[config.mk]
export PLATFORM = sky130hd
export DESIGN_NAME = audio_i2s_tx
export DESIGN_NICKNAME = d
export VERILOG_FILES = /design/src/rtl/audio_pkg.sv /design/src/rtl/audio_clk_gen.sv /design/src/rtl/audio_i2s_tx.sv
export SDC_FILE = /design/constraint.sdc
export NUM_CORES = 1
export LEC_CHECK = 0
export ABC_AREA = 1
export ABC_CLOCK_PERIOD_IN_PS = 6500
export CORE_ASPECT_RATIO = 2
export CORE_MARGIN = 4
export CORE_UTILIZATION = 60
export CTS_BUF_LIST = sky130_fd_sc_hd__clkbuf_16
export DETAILED_ROUTE_END_ITERATION = 16
export DONT_BUFFER_PORTS = 1
export HOLD_SLACK_MARGIN = 0.03
export PLACE_DENSITY = 0.82
export SLEW_MARGIN = 30
export SYNTH_ARGS = -nofsm -noshare
export SYNTH_HDL_FRONTEND = slang
export SYNTH_HIERARCHICAL = 1
export SYNTH_SLANG_ARGS = --single-unit
[constraint.sdc]
create_clock -name clk -period 6.5 [get_ports clk]
set_clock_uncertainty 0.2 [all_clocks]
set_input_delay 1.3 -clock clk [delete_from_list [all_inputs] [get_ports clk]]
set_output_delay 1.3 -clock clk [all_outputs]
set_load 0.02 [all_outputs]
[src/rtl/audio_pkg.sv]
// Shared constants and helpers for the serial audio transmitter.
package audio_pkg;

    // Framing selection for audio_i2s_tx.MODE.
    localparam int MODE_I2S = 0;    // LRCK changes one SCLK ahead of the slot MSB
    localparam int MODE_LJ  = 1;    // LRCK changes together with the slot MSB

    // Accumulator width: big enough to hold (acc + step) without overflow,
    // since acc never exceeds modulus-1.
    function automatic int accum_width(input int step, input int modulus);
        return $clog2(step + modulus);
    endfunction

endpackage

[src/rtl/audio_clk_gen.sv]
// Fractional MCLK synthesis plus SCLK divider, all on the system clock.
// MCLK toggles whenever the phase accumulator wraps; SCLK is the MSB of a
// counter that advances on MCLK rising edges. sclk_fall marks the clk cycle
// on which SCLK drops, which is where the transmitter updates its outputs.
module audio_clk_gen
    import audio_pkg::*;
#(
    parameter int ACCUM_STEP    = 245760,
    parameter int ACCUM_MOD     = 742500,
    parameter int MCLK_DIV_LOG2 = 2
) (
    input  logic clk,
    input  logic reset_n,
    output logic o_mclk,
    output logic o_sclk,
    output logic o_sclk_fall
);

    localparam int ACC_W = accum_width(ACCUM_STEP, ACCUM_MOD);
    localparam logic [ACC_W-1:0] C_STEP = ACCUM_STEP[ACC_W-1:0];
    localparam logic [ACC_W-1:0] C_MOD  = ACCUM_MOD[ACC_W-1:0];

    if (MCLK_DIV_LOG2 < 1 || MCLK_DIV_LOG2 > 4) begin : g_bad_div
        $error("audio_clk_gen: MCLK_DIV_LOG2 must be within 1..4");
    end
    if (ACCUM_STEP >= ACCUM_MOD) begin : g_bad_ratio
        $error("audio_clk_gen: ACCUM_STEP must be below ACCUM_MOD");
    end

    logic [ACC_W-1:0]         r_acc;
    logic                     r_mclk;
    logic [MCLK_DIV_LOG2-1:0] r_div;

    logic [ACC_W-1:0]         w_acc_sum;
    logic [ACC_W-1:0]         w_acc_next;
    logic                     w_wrap;
    logic                     w_mclk_rise;

    // acc + STEP cannot overflow ACC_W bits because acc stays below MOD.
    assign w_acc_sum   = r_acc + C_STEP;
    assign w_wrap      = (w_acc_sum >= C_MOD);
    assign w_acc_next  = w_wrap ? (w_acc_sum - C_MOD) : w_acc_sum;
    assign w_mclk_rise = w_wrap & ~r_mclk;

    // Phase accumulator and MCLK toggle register.
    always_ff @(posedge clk or negedge reset_n) begin
        if (!reset_n) begin
            r_acc  <= '0;
            r_mclk <= 1'b0;
        end else begin
            r_acc <= w_acc_next;
            if (w_wrap) begin
                r_mclk <= ~r_mclk;
            end
        end
    end

    // SCLK divider, advanced once per MCLK rising edge.
    always_ff @(posedge clk or negedge reset_n) begin
        if (!reset_n) begin
            r_div <= '0;
        end else if (w_mclk_rise) begin
            r_div <= r_div + 1'b1;
        end
    end

    assign o_mclk      = r_mclk;
    assign o_sclk      = r_div[MCLK_DIV_LOG2-1];
    assign o_sclk_fall = w_mclk_rise & (&r_div);

endmodule

[src/rtl/audio_i2s_tx.sv]
// Stereo serial audio transmitter (I2S or left-justified) with a one-pair
// input buffer. All serial outputs are registers on clk and change only on
// the SCLK falling edge so the receiver samples on SCLK rising.
module audio_i2s_tx
    import audio_pkg::*;
#(
    parameter int ACCUM_STEP    = 245760,
    parameter int ACCUM_MOD     = 742500,
    parameter int MCLK_DIV_LOG2 = 2,
    parameter int SAMPLE_W      = 16,
    parameter int SLOT_W        = 32,
    parameter int MODE          = MODE_I2S
) (
    input  logic                clk,
    input  logic                reset_n,
    input  logic [SAMPLE_W-1:0] sample_l,
    input  logic [SAMPLE_W-1:0] sample_r,
    input  logic                sample_valid,
    output logic                sample_ready,
    input  logic                mute,
    output logic                audio_mclk,
    output logic                audio_sclk,
    output logic                audio_lrck,
    output logic                audio_dac,
    output logic                underrun
);

    localparam int FRAME_LEN = 2 * SLOT_W;
    localparam int K_W       = $clog2(FRAME_LEN);
    localparam int FRAME_PAD = 1 << K_W;
    localparam logic [K_W-1:0] K_LAST = K_W'(FRAME_LEN - 1);

    if (SAMPLE_W < 1 || SAMPLE_W > SLOT_W) begin : g_bad_sample_w
        $error("audio_i2s_tx: SAMPLE_W must be within 1..SLOT_W");
    end
    if (SLOT_W > 32) begin : g_bad_slot_w
        $error("audio_i2s_tx: SLOT_W must not exceed 32");
    end
    if (MODE != MODE_I2S && MODE != MODE_LJ) begin : g_bad_mode
        $error("audio_i2s_tx: MODE must be MODE_I2S or MODE_LJ");
    end

    logic                w_sclk_fall;
    logic [K_W-1:0]      r_k;
    logic [K_W-1:0]      w_k_next;
    logic                w_frame_load;

    logic                r_buf_full;
    logic [SAMPLE_W-1:0] r_buf_l;
    logic [SAMPLE_W-1:0] r_buf_r;
    logic [SAMPLE_W-1:0] r_shift_l;
    logic [SAMPLE_W-1:0] r_shift_r;
    logic                r_lrck;
    logic                r_dac;
    logic                r_underrun;

    logic [SAMPLE_W-1:0] w_load_l;
    logic [SAMPLE_W-1:0] w_load_r;
    logic                w_starve;
    logic                w_accept;
    logic [SAMPLE_W-1:0] w_chan_l;
    logic [SAMPLE_W-1:0] w_chan_r;
    logic [FRAME_PAD-1:0] w_frame_bits;
    logic [FRAME_PAD-1:0] w_lrck_table;

    audio_clk_gen #(
        .ACCUM_STEP    (ACCUM_STEP),
        .ACCUM_MOD     (ACCUM_MOD),
        .MCLK_DIV_LOG2 (MCLK_DIV_LOG2)
    ) u_clk_gen (
        .clk         (clk),
        .reset_n     (reset_n),
        .o_mclk      (audio_mclk),
        .o_sclk      (audio_sclk),
        .o_sclk_fall (w_sclk_fall)
    );

    assign w_k_next     = (r_k == K_LAST) ? '0 : r_k + 1'b1;
    assign w_frame_load = w_sclk_fall && (r_k == K_LAST);
    assign w_accept     = sample_valid && !r_buf_full && !w_frame_load;

    // Frame source selection: buffered pair, then bypass, else silence.
    always_comb begin
        w_load_l = '0;
        w_load_r = '0;
        w_starve = 1'b0;
        if (r_buf_full) begin
            if (!mute) begin
                w_load_l = r_buf_l;
                w_load_r = r_buf_r;
            end
        end else if (sample_valid) begin
            if (!mute) begin
                w_load_l = sample_l;
                w_load_r = sample_r;
            end
        end else begin
            w_starve = 1'b1;
        end
    end

    // The bit for k=0 must come from the pair being loaded on that same edge.
    assign w_chan_l = w_frame_load ? w_load_l : r_shift_l;
    assign w_chan_r = w_frame_load ? w_load_r : r_shift_r;

    // Map every frame position to its data bit (MSB first, zero padding).
    for (genvar gi = 0; gi < FRAME_PAD; gi++) begin : g_frame_bits
        localparam int SLOT = gi / SLOT_W;
        localparam int POS  = gi % SLOT_W;
        if (gi >= FRAME_LEN || POS >= SAMPLE_W) begin : g_pad
            assign w_frame_bits[gi] = 1'b0;
        end else if (SLOT == 0) begin : g_left
            assign w_frame_bits[gi] = w_chan_l[SAMPLE_W-1-POS];
        end else begin : g_right
            assign w_frame_bits[gi] = w_chan_r[SAMPLE_W-1-POS];
        end
    end

    // LRCK per frame position; I2S looks one position ahead.
    for (genvar gi = 0; gi < FRAME_PAD; gi++) begin : g_lrck_table
        localparam int K_LEAD = (MODE == MODE_LJ) ? gi : (gi + 1) % FRAME_LEN;
        assign w_lrck_table[gi] = (gi < FRAME_LEN) && (K_LEAD >= SLOT_W);
    end

    // Frame position counter and serial output registers, stepped on SCLK fall.
    always_ff @(posedge clk or negedge reset_n) begin
        if (!reset_n) begin
            r_k    <= K_LAST;
            r_dac  <= 1'b0;
            r_lrck <= 1'b0;
        end else if (w_sclk_fall) begin
            r_k    <= w_k_next;
            r_dac  <= w_frame_bits[w_k_next];
            r_lrck <= w_lrck_table[w_k_next];
        end
    end

    // Shift registers hold the pair being sent for the whole frame.
    always_ff @(posedge clk or negedge reset_n) begin
        if (!reset_n) begin
            r_shift_l <= '0;
            r_shift_r <= '0;
        end else if (w_frame_load) begin
            r_shift_l <= w_load_l;
            r_shift_r <= w_load_r;
        end
    end

    // One-pair input buffer: drained by a frame load, filled by an accept.
    always_ff @(posedge clk or negedge reset_n) begin
        if (!reset_n) begin
            r_buf_full <= 1'b0;
            r_buf_l    <= '0;
            r_buf_r    <= '0;
        end else if (w_frame_load && r_buf_full) begin
            r_buf_full <= 1'b0;
        end else if (w_accept) begin
            r_buf_full <= 1'b1;
            r_buf_l    <= sample_l;
            r_buf_r    <= sample_r;
        end
    end

    // Single-cycle underrun pulse when a frame starts with nothing to send.
    always_ff @(posedge clk or negedge reset_n) begin
        if (!reset_n) begin
            r_underrun <= 1'b0;
        end else begin
            r_underrun <= w_frame_load && w_starve;
        end
    end

    assign sample_ready = ~r_buf_full;
    assign audio_lrck   = r_lrck;
    assign audio_dac    = r_dac;
    assign underrun     = r_underrun;

endmodule

## Yosys cells after proc, flatten, opt, wreduce, memory -nomap -nowiden

Memories as Yosys holds them, arrays and structs flattened. A register that Yosys moved wholly into a read port is not among the register bits.
Cells that the tools add are included.

- Latch bits: 0
- Memory bits (writable): 0
- Output and inout port bits: 6
- Bits in read-only memories: 64
- Bits of input ports: 36
- Word-level logic and storage cells: 53
- Bits in registers: 96
- Memories kept: 1

- Reduce and logical (&&, ||, !) cells: 11
- Divide/modulo/power cells: 0
- Bitwise logic cells: 5
- Multiply operators: 0
- Shift operators: 0
- $lt $le $gt $ge: 2
- Muxes and demuxes: 18
- $add $sub $neg: 4
- Eq/ne operators: 1

Memories:

| name | depth | width | rd ports | clocked after memory_dff | write ports | line | RTL |
|---|---|---|---|---|---|---|---|
| (name not given) | 64 | 1 | 1 | 1 | 0 | audio_i2s_tx.sv:134 | `r_lrck <= w_lrck_table[w_k_next];` |

Operators with widths:

| operator | count |
|---|---|
| 2-to-1 mux 16 bit | 10 |
| adder 20 x 18 -> 20 bit, second input constant | 1 |
| >= comparator 20 bit, second input constant | 1 |
| 2-to-1 mux 20 bit | 1 |
| subtractor 20 bit, second input constant | 1 |
| less-than comparator 6 x 7 -> 1 bit, second input constant | 1 |
| adder 6 x 1 -> 6 bit, second input constant | 1 |
| binary-select mux 1 bit (select 6 bit) | 1 |
| == test 6 bit, second input constant | 1 |
| 2-to-1 mux 6 bit | 1 |
| logical AND 1 bit | 5 |
| 2-to-1 mux 1 bit | 5 |
| AND reduction 2 bit | 2 |
| logical NOT 1 bit | 3 |
| inverter 1 bit | 3 |
| adder 2 x 1 -> 2 bit, second input constant | 1 |
| AND 1 bit | 2 |
| nonzero test 2 bit | 1 |

## Longest topological paths before layout

Gate-level depths: netlist of the first run.

- Depth after elaboration: 9
- Mapped depth: 23
- Depth with buffers taken out: 22

## By module

Netlist of the first run, hierarchy kept.

By module, submodules not included:

| module | cells an instance | sequential area each (um^2) | area an instance (um^2) | times used |
|---|---|---|---|---|
| audio_i2s_tx | 507 | 1859.3 | 4040.1 | 1 |
| audio_clk_gen | 200 | 525.5 | 1491.4 | 1 |

## Worst setup path before layout of the first run

Ideal clock, no wire load.

- Path type: register to register
- Start point: reg u_clk_gen.r_acc[14]
- End point: reg r_dac, in the netlist audio_dac
- Path slack: 3493 ps
- Arrival time: 2691 ps
- Period minus slack after synthesis: 3007 ps
- Library setup time: 116 ps
- Required time: 6184 ps
- Path buffers: 1
- Cell stages (with the launch flop): 23
- Cells stage by stage: dfrtp_1 > inv_2 > ha_1 > nand2_1 > nand2_1 > nand3_1 > nor2_1 > nand2_1 > nand3_4 > nand3_1 > nor2_1 > inv_1 > nor3_4 > buf_2 > nand2_1 > nand3_1 > nand3_1 > nand3_1 > nand3_1 > nand3_1 > nand2_1 > nand2_1 > nand2_1

- Cells in the longest elaborated chain, start to end: 8
- Elaborated cells between the ends (all ways): 9
- Those cells by class: 1 x add/sub; 1 x order compare; 4 x mux; 2 x bitwise; 1 x reduce/logical

RTL lines:

| item | line | RTL |
|---|---|---|
| start: declaration | audio_clk_gen.sv:30 | `logic [ACC_W-1:0] r_acc;` |
| start signal: assignment | audio_clk_gen.sv:51 | `r_acc <= w_acc_next;` |
| adder 20 x 18 -> 20 bit (*) | audio_clk_gen.sv:40 | `assign w_acc_sum = r_acc + C_STEP;` |
| >= comparator 20 bit (*) | audio_clk_gen.sv:41 | `assign w_wrap = (w_acc_sum >= C_MOD);` |
| AND 1 bit (*) | audio_clk_gen.sv:43 | `assign w_mclk_rise = w_wrap & ~r_mclk;` |
| AND 1 bit (*) | audio_clk_gen.sv:69 | `assign o_sclk_fall = w_mclk_rise & (&r_div);` |
| named net w_sclk_fall | audio_i2s_tx.sv:43 | `logic w_sclk_fall;` |
| logical AND 1 bit | audio_i2s_tx.sv:79 | `assign w_frame_load = w_sclk_fall && (r_k == K_LAST);` |
| 2-to-1 mux 16 bit | -- |  |
| binary-select mux 1 bit (select 6 bit) | audio_i2s_tx.sv:133 | `r_dac <= w_frame_bits[w_k_next];` |
| 2-to-1 mux 1 bit (not written as such) | audio_i2s_tx.sv:133 |  |
| end signal: assignment | audio_i2s_tx.sv:133 |  |
| end: declaration | audio_i2s_tx.sv:54 | `logic r_dac;` |

Mark *: on every way through the listed nets, which the timed path passes. The rest lies on a longest branch. The select of a mux whose other input is x is not followed.
A chain may end at the register's enable or synchronous reset.

## Worst setup path in the final report of the first run

Ends and elaborated chain as after synthesis.

==> results of run 1 <==
[routing by layer]
layer	up-vias	wire, µm	GRT usage
met5	-	0	0
met2	163	6930	0.446
li1	2197	-	-
met4	0	818	0.150
met3	58	697	0.0665
met1	2073	4580	0.274
[stage by stage]
| step | hold WS, ns | worst slack (ns) | utilization | instances |
|---|---|---|---|---|
| CTS | 0.289 | 2.41 | 0.649 | 799 |
| floorplan | 0.255 | 3.49 | - | 707 |
| detailed placement | 0.273 | 2.43 | 0.612 | 783 |
| global placement | 0.272 | 2.13 | 0.611 | 782 |
| finish | 0.284 | 2.36 | 0.649 | 799 |
| global route | 0.316 | 1.97 | 0.649 | 799 |
[power breakdown]
part | switching [µW] | internal, µW | leakage [µW] | total, µW
Combinational | 25.2 | 29.5 | 0.00155 | 54.7
Sequential | 10.6 | 614 | 0.00121 | 625
Clock | 225 | 373 | 0.000160 | 599
Total | 261 | 1020 | 0.00292 | 1280
[state kept, by name, indices dropped and copies added, names as in the netlist, 2 cells and up]
register and flops:
u_clk_gen/r_acc 18, r_buf_l 16, r_buf_r 16, r_shift_l 16
r_shift_r 16, r_k 6, u_clk_gen/r_div 2
[cell type report]
| class | count | area [µm²] | share of cell area |
|---|---|---|---|
| clock buffer | 9 | 225 | 0.0385 |
| sequential | 95 | 2380 | 0.408 |
| multi-input combinational | 511 | 2710 | 0.462 |
| inverter | 72 | 270 | 0.0462 |
| tap | 102 | 128 | 0.0218 |
| clock inverter | 7 | 113 | 0.0192 |
| timing repair buffer | 3 | 26.3 | 0.00449 |
[synth_stat cells (all sizes together)]
cell | count | area (µm²)
mux2 | 32 | 360
xnor2 | 4 | 42.6
o21ai | 21 | 146
dfstp | 6 | 158
nand4 | 6 | 37.5
nand3 | 103 | 543
and2 | 32 | 200
o21a | 1 | 7.51
dfrtp | 89 | 2230
a21oi | 7 | 35.0
nand2 | 260 | 998
o21bai | 1 | 7.51
xor2 | 12 | 105
clkinv | 1 | 3.75
ha | 7 | 87.6
nor3 | 4 | 36.3
clkbuf | 7 | 26.3
inv | 71 | 267
a21boi | 1 | 7.51
nor2 | 20 | 90.1
buf | 22 | 145
[critical path, delay by kind of cell (launching register included)]
family	cells	cell delay (ns)
adders and majority gates	1	0.22
and+or+nand+nor	18	2.55
DFF	1	0.37
buffers and inverters	3	0.70
[placed cells by master, fill, tap and decap left out]
master,n
nand2_1,255
nand3_1,99
dfrtp_1,89
inv_1,69
and2_1,32
mux2_2,32
nor2_1,16
xor2_1,12
o21ai_2,11
o21ai_0,9
clkbuf_16,9
a21oi_1,7
ha_1,7
nand4_1,6
dfstp_2,6
nand2_2,3
nand3_2,3
nor2_2,3
inv_2,3
bufinv_16,3
xnor2_1,3
clkinv_1,2
nor3_1,2
nand2_4,2
clkinvlp_4,2
buf_4,2
nor2_4,1
nor3_4,1
o21bai_1,1
nor3_2,1
nand3_4,1
o21ai_1,1
xnor2_2,1
o21a_1,1
a21boi_1,1
buf_6,1
[logic make-up (layout without fill, tap and decap cells)]
kind of cell,Yosys count,count (layout),synth area share
flops,95,95,0.431
mux,32,32,0.0651
buf+inv,101,91,0.0798
xor+xnor,16,16,0.0267
fa+ha+maj,7,7,0.0158
simple gates,425,425,0.344
compound gates,31,31,0.0369
[worst paths after layout]
kind / end / slack (ns) / cells past startpoint
worst max-delay path: audio_dac / 2.36 / 22
worst min-delay path: u_clk_gen/r_acc[3] / 0.28 / 2
worst max register to register: audio_dac / 2.36 / 22
worst min register to register: u_clk_gen/r_acc[3] / 0.28 / 2
max in group asynchronous: r_k[4] / 5.41 / 0
min in group asynchronous: r_shift_l[3] / 0.45 / 0
==> flow_summary.ini, run 1 <==
[pwr]
total_power_uw = 1280
ir_drop_mv = 0.157
power_leakage_uw = 0.00292
power_density_mw_per_mm2 = 218

[die]
io_pins = 42
die-width_um = 75.9
die_y_um = 144
fp.coreArea_mm2 = 0.00901
start_util = 0.614
num_rows = 49
dieArea_mm2 = 0.0109

[grt]
grt_use_total = 0.259
grt_pass1_wl_um = 21300
grt_pass1_vias = 4425
grt.overflow.total = 0
grt_max_degree = 96
antenna_found_initial = 0

[placement]
place_area_mm2 = 0.00551
post-dp-hpwl_um = 9700
place_congestion = 0.984
port_buffers = 0

[worst_setup_path]
required_ns = 6.54
max_stage_delay_ns = 0.51
crit_type = flop to flop
crit_slowest_cell = nor3_4
cp-startpoint = u_clk_gen/r_acc[14]
cp_max_fo = 21
critical_path_arrival_ns = 4.18
crit_chain = inv_2, ha_1, nand2_1, nand2_1, nand3_1, nor2_1, nand2_1, nand3_4, nand3_1, nor2_1, inv_1, nor3_4, buf_6, nand2_1, nand3_1, nand3_1, nand3_1, nand3_1, nand3_1, nand2_1, nand2_1, nand2_1
critPathLaunchType = flop
worstSetupEndpointType = flop
r2r-start = u_clk_gen/r_acc[14]

[clocking]
hold_buffers = 0
numCtsBuffers = 9
cts_tree = built
htreeDepth = 3
cts-root-buf = clkbuf_16
clock_path_buffers = 2
cts.repair.resized = 0
clk_transition_reported_paths_ns = 0.06
cts_sinks = 95
clk_latency_ns = 0.34
post_cts.repair.setup_buffers = 0

[synth]
syn_area_per_cell_um2 = 7.82
synthCells = 707
netlist_area_mm2 = 0.00553
ys_seq_area_frac = 0.431
synth-seq-cells = 95
synth-warning-count = 6
syn-num-nets = 750
ys_types = 36

[layout]
nNetsFinal = 735
final_layout_size_suffix_gt1_frac = 0.122
syn_to_final_growth_pct = 5.79
final_area_mm2 = 0.00585
antenna_cells = 0
fill_cells = 764

[worst_hold_path]
hold_path.class = flop to flop
worstHoldStart = u_clk_gen/r_acc[3]

[timing]
min_period_ns = 4.14
fmax_mhz = 242
fin_setup_tns_ns = 0
slew_violations = 0
worstMarginPinSlew_ns = 0.949
maxSlewHeadroom = 0.367
hold_viol_final = 0
period_share = 0.637
rsz0062_at_grt = false
setup_viol = 0

[route]
route.detailed.drc = 0
ant_nets = 0
vias = 4491
avgRoutedWirePerCell_um = 16.3
vias_per_cell = 5.62
drt-pass1-iter-count = 7
postRouteWirelength_um = 13000
drt-initial-drc-count = 366

[flow_run]
maxCapViolCount = 0

[status]
outcome = finished, final reports clean
Power figures use the tool's default switching activity.
==> run 2, diff against run 1 <==
Settings changed: ABC_CLOCK_PERIOD_IN_PS 6500 to 3700, CORE_UTILIZATION 60 to 58.
Clock period 6.5 ns to 3.7 ns, I/O delays scaled along.
==> run 2 against run 1 <==
Maximum frequency grew 18%; cell area grew 1.1%; sequential share of layout area shrank 0.46 points; combinational power grew 120%; via count grew 2.2%; critical endpoint unchanged; largest power group unchanged.
==> flow_summary.ini, run 2 (synthesized netlist as in run 1, its figures left out) <==
[route]
avgRoutedWirePerCell_um = 15.5
drt-initial-drc-count = 365
drt-pass1-iter-count = 5
postRouteWirelength_um = 12500
vias_per_cell = 5.69
route.detailed.drc = 0
vias = 4590
ant_nets = 0

[worst_setup_path]
r2r-start = u_clk_gen/r_acc[14]
rr_worst_depth = 19
rrSetupSlack_ns = 0.19
max_stage_delay_ns = 0.49
crit_buf_inv = 3
crit_type = flop to flop
required_ns = 3.74
crit_slowest_cell = xnor2_1
cpMostUsedCell = nand3_1
reg2reg_to = audio_dac
cp_max_fo = 23
critPathLaunchType = flop
critical_path_arrival_ns = 3.55
worstSetupEndpointType = flop
critical_path.top_delay_family = simple AND/OR/NAND/NOR gates
crit_chain = inv_2, ha_1, nand3_1, xnor2_1, nand3_4, nand3_2, nor2_4, buf_4, nand3_4, buf_12, nand2_1, nand3_1, nand3_1, nand3_1, nand3_1, nand3_1, nand2_1, nand2_1, nand2_1

[layout]
largest_reg_flops = 18
finalCoreUtilization = 0.635
mostFrequentLayoutCell = nand2_1
final_layout_size_suffix_gt1_frac = 0.134
largest_register = u_clk_gen/r_acc
antenna_cells = 0
syn_to_final_growth_pct = 6.99
final_cell_mix = 254 x nand2_1, 98 x nand3_1, 89 x dfrtp_1, 67 x inv_1
nNetsFinal = 740

[clocking]
cts_sinks = 95
clk_transition_reported_paths_ns = 0.07
cts_tree = built
post_cts.repair.setup_buffers = 0
numCtsBuffers = 9
cts-root-buf = clkbuf_16
clock_path_buffers = 2
clk_latency_ns = 0.34
htreeDepth = 3

[flow_run]
maxCapViolCount = 0

[die]
die-width_um = 77.1
die_y_um = 146
num_rows = 50
io_pins = 42
start_util = 0.593
dieArea_mm2 = 0.0113
fp.coreArea_mm2 = 0.00932

[timing]
fmax_mhz = 285
period_share = 0.948
worstMarginPinSlew_ns = 0.974
rsz0062_at_grt = false
min_period_ns = 3.51
hold_viol_final = 0
maxSlewHeadroom = 0.350
fin_setup_tns_ns = 0
slew_violations = 0
setup_viol = 0

[placement]
place_congestion = 0.952
port_buffers = 0
post-dp-hpwl_um = 9040

[pwr]
power_density_mw_per_mm2 = 361
ir_drop_mv = 0.254
p_clk_frac = 0.429
power_leakage_uw = 0.00293
netSwitchingFraction = 0.224
switchingPower_uw = 479
p_comb_frac = 0.056
power_frac_seq = 0.514
intPower_uw = 1660

[grt]
grt_use_total = 0.234
grt.overflow.total = 0
grt_pass1_vias = 4668
antenna_found_initial = 0
grt_pass1_wl_um = 21300
grt_max_degree = 90

[status]
outcome = finished, final reports clean

[worst_hold_path]
hold_path.class = input pin to asynchronous set/reset pin
-- run 2: cell types whose count changed in the layout (fill, tap and decap cells not counted), sizes merged --
| cell | previous run | this run |
|---|---|---|
| bufinv | 3 | 1 |
| dlygate4sd3 | 0 | 1 |
| buf | 3 | 7 |
| clkinvlp | 2 | 4 |
-- run 2: final cells by class --
cell class                 instances  area, µm²
inverter                          72        270
clock buffer                       9        225
multi-input combinational        511       2730
tap                              104        130
fill                             800       3400
clock inverter                     7       72.6
timing repair buffer               8        108
sequential                        95       2380
-- run 2: worst register-to-register path, stage by stage, from the launching register on --
cell and delay (ns):
dfrtp_1 0.37, inv_2 0.13, ha_1 0.21, nand3_1 0.15, xnor2_1 0.49, nand3_4 0.26
nand3_2 0.19, nor2_4 0.07, buf_4 0.16, nand3_4 0.18, buf_12 0.19, nand2_1 0.09
nand3_1 0.09, nand3_1 0.13, nand3_1 0.12, nand3_1 0.10, nand3_1 0.10, nand2_1 0.07
nand2_1 0.06, nand2_1 0.04
-- run 2: power groups by stage --
| stage | logic [µW] | registers, µW | clock network (µW) |
|---|---|---|---|
| 2_1_floorplan | 86.0 | 1110 | 0 |
| 3_3_place_gp | 95.5 | 1110 | 0 |
| 3_5_place_dp | 97.2 | 1120 | 0 |
| 4_1_cts | 123 | 1100 | 933 |
| 5_1_grt | 138 | 1100 | 986 |
| 6_report | 120 | 1100 | 918 |
-- run 2: timing repair --
item	4_1_cts	5_1_grt
hold buffers	2	0
pin swaps	0	1
hold endpoints to repair	89	0
resized for setup	1	8
endpoints found under the setup margin	1	22
-- run 2: layer usage --
layer / vias up / global-route usage / share of wire
met3: 55 / 0.0512 / 0.046
met5: - / 0 / 0
met1: 2201 / 0.245 / 0.35
li1: 2209 / - / -
met4: 0 / 0.149 / 0.055
met2: 125 / 0.417 / 0.54
-- run 2: worst max-delay path by stage --
stage,start,endpoint,slack [ns],cells after the start
after global routing,u_clk_gen/r_acc[14],audio_dac,0.008,19
after detailed placement,u_clk_gen/r_acc[14],audio_dac,0.01,22
final,u_clk_gen/r_acc[14],audio_dac,0.19,19
after floorplan,u_clk_gen/r_acc[14],audio_dac,0.69,22
after global placement,u_clk_gen/r_acc[14],audio_dac,0.14,22
after CTS,u_clk_gen/r_acc[14],audio_dac,0.04,22
-- run 2: per-stage QoR --
stage	std cells	hold WS, ns	total power [µW]	setup WS (ns)	area (µm²)
after floorplan	707	0.244	1200	0.693	5530
after global placement	788	0.248	1210	0.137	5550
after detailed placement	788	0.247	1220	0.0143	5550
after CTS	806	0.128	2150	0.0354	5890
after global routing	806	0.139	2230	0.00769	5920
final	806	0.105	2140	0.191	5920
==> run 3, diff against run 2 <==
Settings changed: SYNTH_HIERARCHICAL 1 to default.
==> run 3 against run 2 <==
Synthesized cell count is 5.0% lower; non-clock buffer count is 2 lower; area after synthesis shrank 5.8%; critical path type unchanged; sequential power shrank 5%; cell count decreased by 4.8%; combinational power shrank 75%; clock power down 12%; highest routed layer unchanged; count of clock-buffer cells in the layout unchanged; first-iteration DRC count is 47% lower; largest cell class is now sequential cells.
==> flow_summary.ini, run 3 <==
[synth]
synth_edf_count = 0
synth-simple-area-share = 0.287
synthAdderAreaFrac = 0.0168
synth_top_family_by_area = simple AND/OR/NAND/NOR gates
netlist.area_leader.share = 0.428
synth-compound-area-share = 0.0745
synth-warning-count = 0
ys_top_cells_by_count = 229 x nand2_1, 89 x dfrtp_1, 81 x inv_1, 56 x nand3_1, 39 x o21ai_0
ys_seq_area_frac = 0.458
syn-num-nets = 715
synth_ff_type = dfrtp_1
synth.area.top_cells = dfrtp_1 43%, nand2_1 17%, inv_1 5.8%
synth-seq-cells = 95
synth_most_common_cell = nand2_1
ys_types = 34
synthCells = 672
syn_area_per_cell_um2 = 7.75
synth_xor_area_frac = 0.0351
netlist_area_mm2 = 0.00521
synth.largest_area_cell = dfrtp_1
synthMuxAreaShare = 0.0368
synthArstFlopShare = 1.00

[placement]
pre_cts_slack_ns = 0.641
port_buffers = 0
post-dp-hpwl_um = 7900
place_congestion = 1.00

[clocking]
cts_tree = built
cts-root-buf = clkbuf_16
numCtsBuffers = 9
clk_latency_ns = 0.34
clock_path_buffers = 2
cts.repair.resized = 0
clk_transition_reported_paths_ns = 0.06
htreeDepth = 3
cts_sinks = 95

[layout]
final_layout_size_suffix_gt1_frac = 0.0885
mostFrequentLayoutCell = nand2_1
largest_reg_flops = 18
largest_register = u_clk_gen.r_acc
final_cell_mix = 229 x nand2_1, 89 x dfrtp_1, 83 x inv_1, 56 x nand3_1, 39 x o21ai_0
fill_cells = 718
syn_to_final_growth_pct = 5.76
antenna_cells = 0
nNetsFinal = 706

[grt]
grt_max_degree = 90
grt.overflow.total = 0
grt_pass1_vias = 4078
antenna_found_initial = 0
grt_use_total = 0.219
grt_pass1_wl_um = 18200

[die]
die-width_um = 75.0
fp.coreArea_mm2 = 0.00871
die_y_um = 142
num_rows = 48
start_util = 0.598
dieArea_mm2 = 0.0107
io_pins = 42

[timing]
fmax_mhz = 323
final.setup.worst_slack_ns = 0.606
period_share = 0.836
slew_violations = 0
hold_viol_final = 0
maxSlewHeadroom = 0.550
fin_hold_ws_ns = 0.0439
worstMarginPinSlew_ns = 0.673
rsz0062_at_grt = false
fin_setup_tns_ns = 0
min_period_ns = 3.09
setup_viol = 0

[worst_setup_path]
reg2reg_to = audio_dac
critPathLaunchType = flop
required_ns = 3.73
rrSetupSlack_ns = 0.61
crit_chain = ha_1, nand2_1, nor2_1, inv_1, nor2_1, inv_2, nor2_2, inv_2, nor2_4, nand2_1, nand3_1, nand2_1, nand3_1, nand3_1, nand3_1, nand2_1, nand2_1, nand2_1
cpMostUsedCell = nand2_1
rr_worst_depth = 18
worstSetupEndpointType = flop
crit_type = flop to flop
max_stage_delay_ns = 0.57
critical_path_arrival_ns = 3.12
crit_slowest_cell = dfstp_2
cp_max_fo = 19
r2r-start = r_k[0]

[flow_run]
maxCapViolCount = 0

[pwr]
power_leakage_uw = 0.00275
power_density_mw_per_mm2 = 340
ir_drop_mv = 0.303

[route]
vias_per_cell = 5.30
avgRoutedWirePerCell_um = 13.9
drt-initial-drc-count = 195
postRouteWirelength_um = 10700
ant_nets = 0
route.detailed.drc = 0
vias = 4062
drt-pass1-iter-count = 4

[worst_hold_path]
hold_path.class = input pin to asynchronous set/reset pin

[status]
outcome = finished, final reports clean
[run 3: cell count changes in the layout (fill, tap and decap cells not counted), sizes merged, moves of 15 or more]
cell | before | now
and2 | 32 | 16
inv | 72 | 89
mux2 | 32 | 17
nand2 | 260 | 233
nand3 | 103 | 57
o21ai | 21 | 43
[run 3: timing repair]
item / 4_1_cts / 5_1_grt
hold buffers: 1 / 0
endpoints found under the hold margin: 89 / 0
setup endpoints to repair: 0 / 0
buffers inserted: 0 / 0
[run 3: cells by family (layout without fill, tap and decap cells)]
logic type,Yosys count,after routing
AO/OA/AOI/OAI,73,73
XOR/XNOR,20,20
adder cells (fa/ha/maj),7,7
buffers and inverters,115,110
flip-flops,95,95
multiplexers,17,17
AND/OR/NAND/NOR,345,345
[run 3: how the worst max path moves through the flow]
stage,slack [ns],cells after the start,start,endpoint
after floorplan,1.19,19,r_k[0],audio_dac
after detailed placement,0.64,18,r_k[0],audio_dac
after global placement,0.71,18,r_k[0],audio_dac
final,0.61,18,r_k[0],audio_dac
after global routing,0.28,18,r_k[0],audio_dac
after CTS,0.60,18,r_k[0],audio_dac
[run 3: area by class of cell]
type / instances / area, µm² / share of cell area
repair buffers: 6 / 65.1 / 0.0118
well taps: 100 / 125 / 0.0227
clock inverters: 6 / 31.3 / 0.00568
flip-flops and latches: 95 / 2380 / 0.433
inverters: 89 / 334 / 0.0606
multi-input cells: 462 / 2340 / 0.425
clock buffers: 9 / 225 / 0.0409
[run 3: stage by stage]
step	total power (µW)	cells	utilization	instance area (µm²)
after global placement	1070	751	0.600	5230
after global routing	1940	767	0.633	5510
after CTS	1900	767	0.633	5510
after detailed placement	1070	751	0.600	5230
after floorplan	1070	672	-	5210
final	1880	767	0.633	5510
[run 3: metal layers]
| layer | global-route usage | wire length, µm | vias to the layer above |
|---|---|---|---|
| met4 | 0.105 | 484 | 0 |
| met1 | 0.237 | 3880 | 1860 |
| li1 | - | - | 2069 |
| met2 | 0.398 | 5890 | 105 |
| met5 | 0 | 0 | - |
| met3 | 0.0325 | 411 | 28 |
[run 3: critical path: cells and delay by family, from the launching register on]
family | cells | cell delay (ns)
simple gates | 14 | 1.69
flops | 1 | 0.57
buf+inv | 3 | 0.33
fa+ha+maj | 1 | 0.19
[run 3: where the power goes]
part	internal, µW	total, µW	switching, µW
sequential	1040	1040	0
clock	443	807	364
combinational	4.99	29.8	24.8
total	1490	1880	389
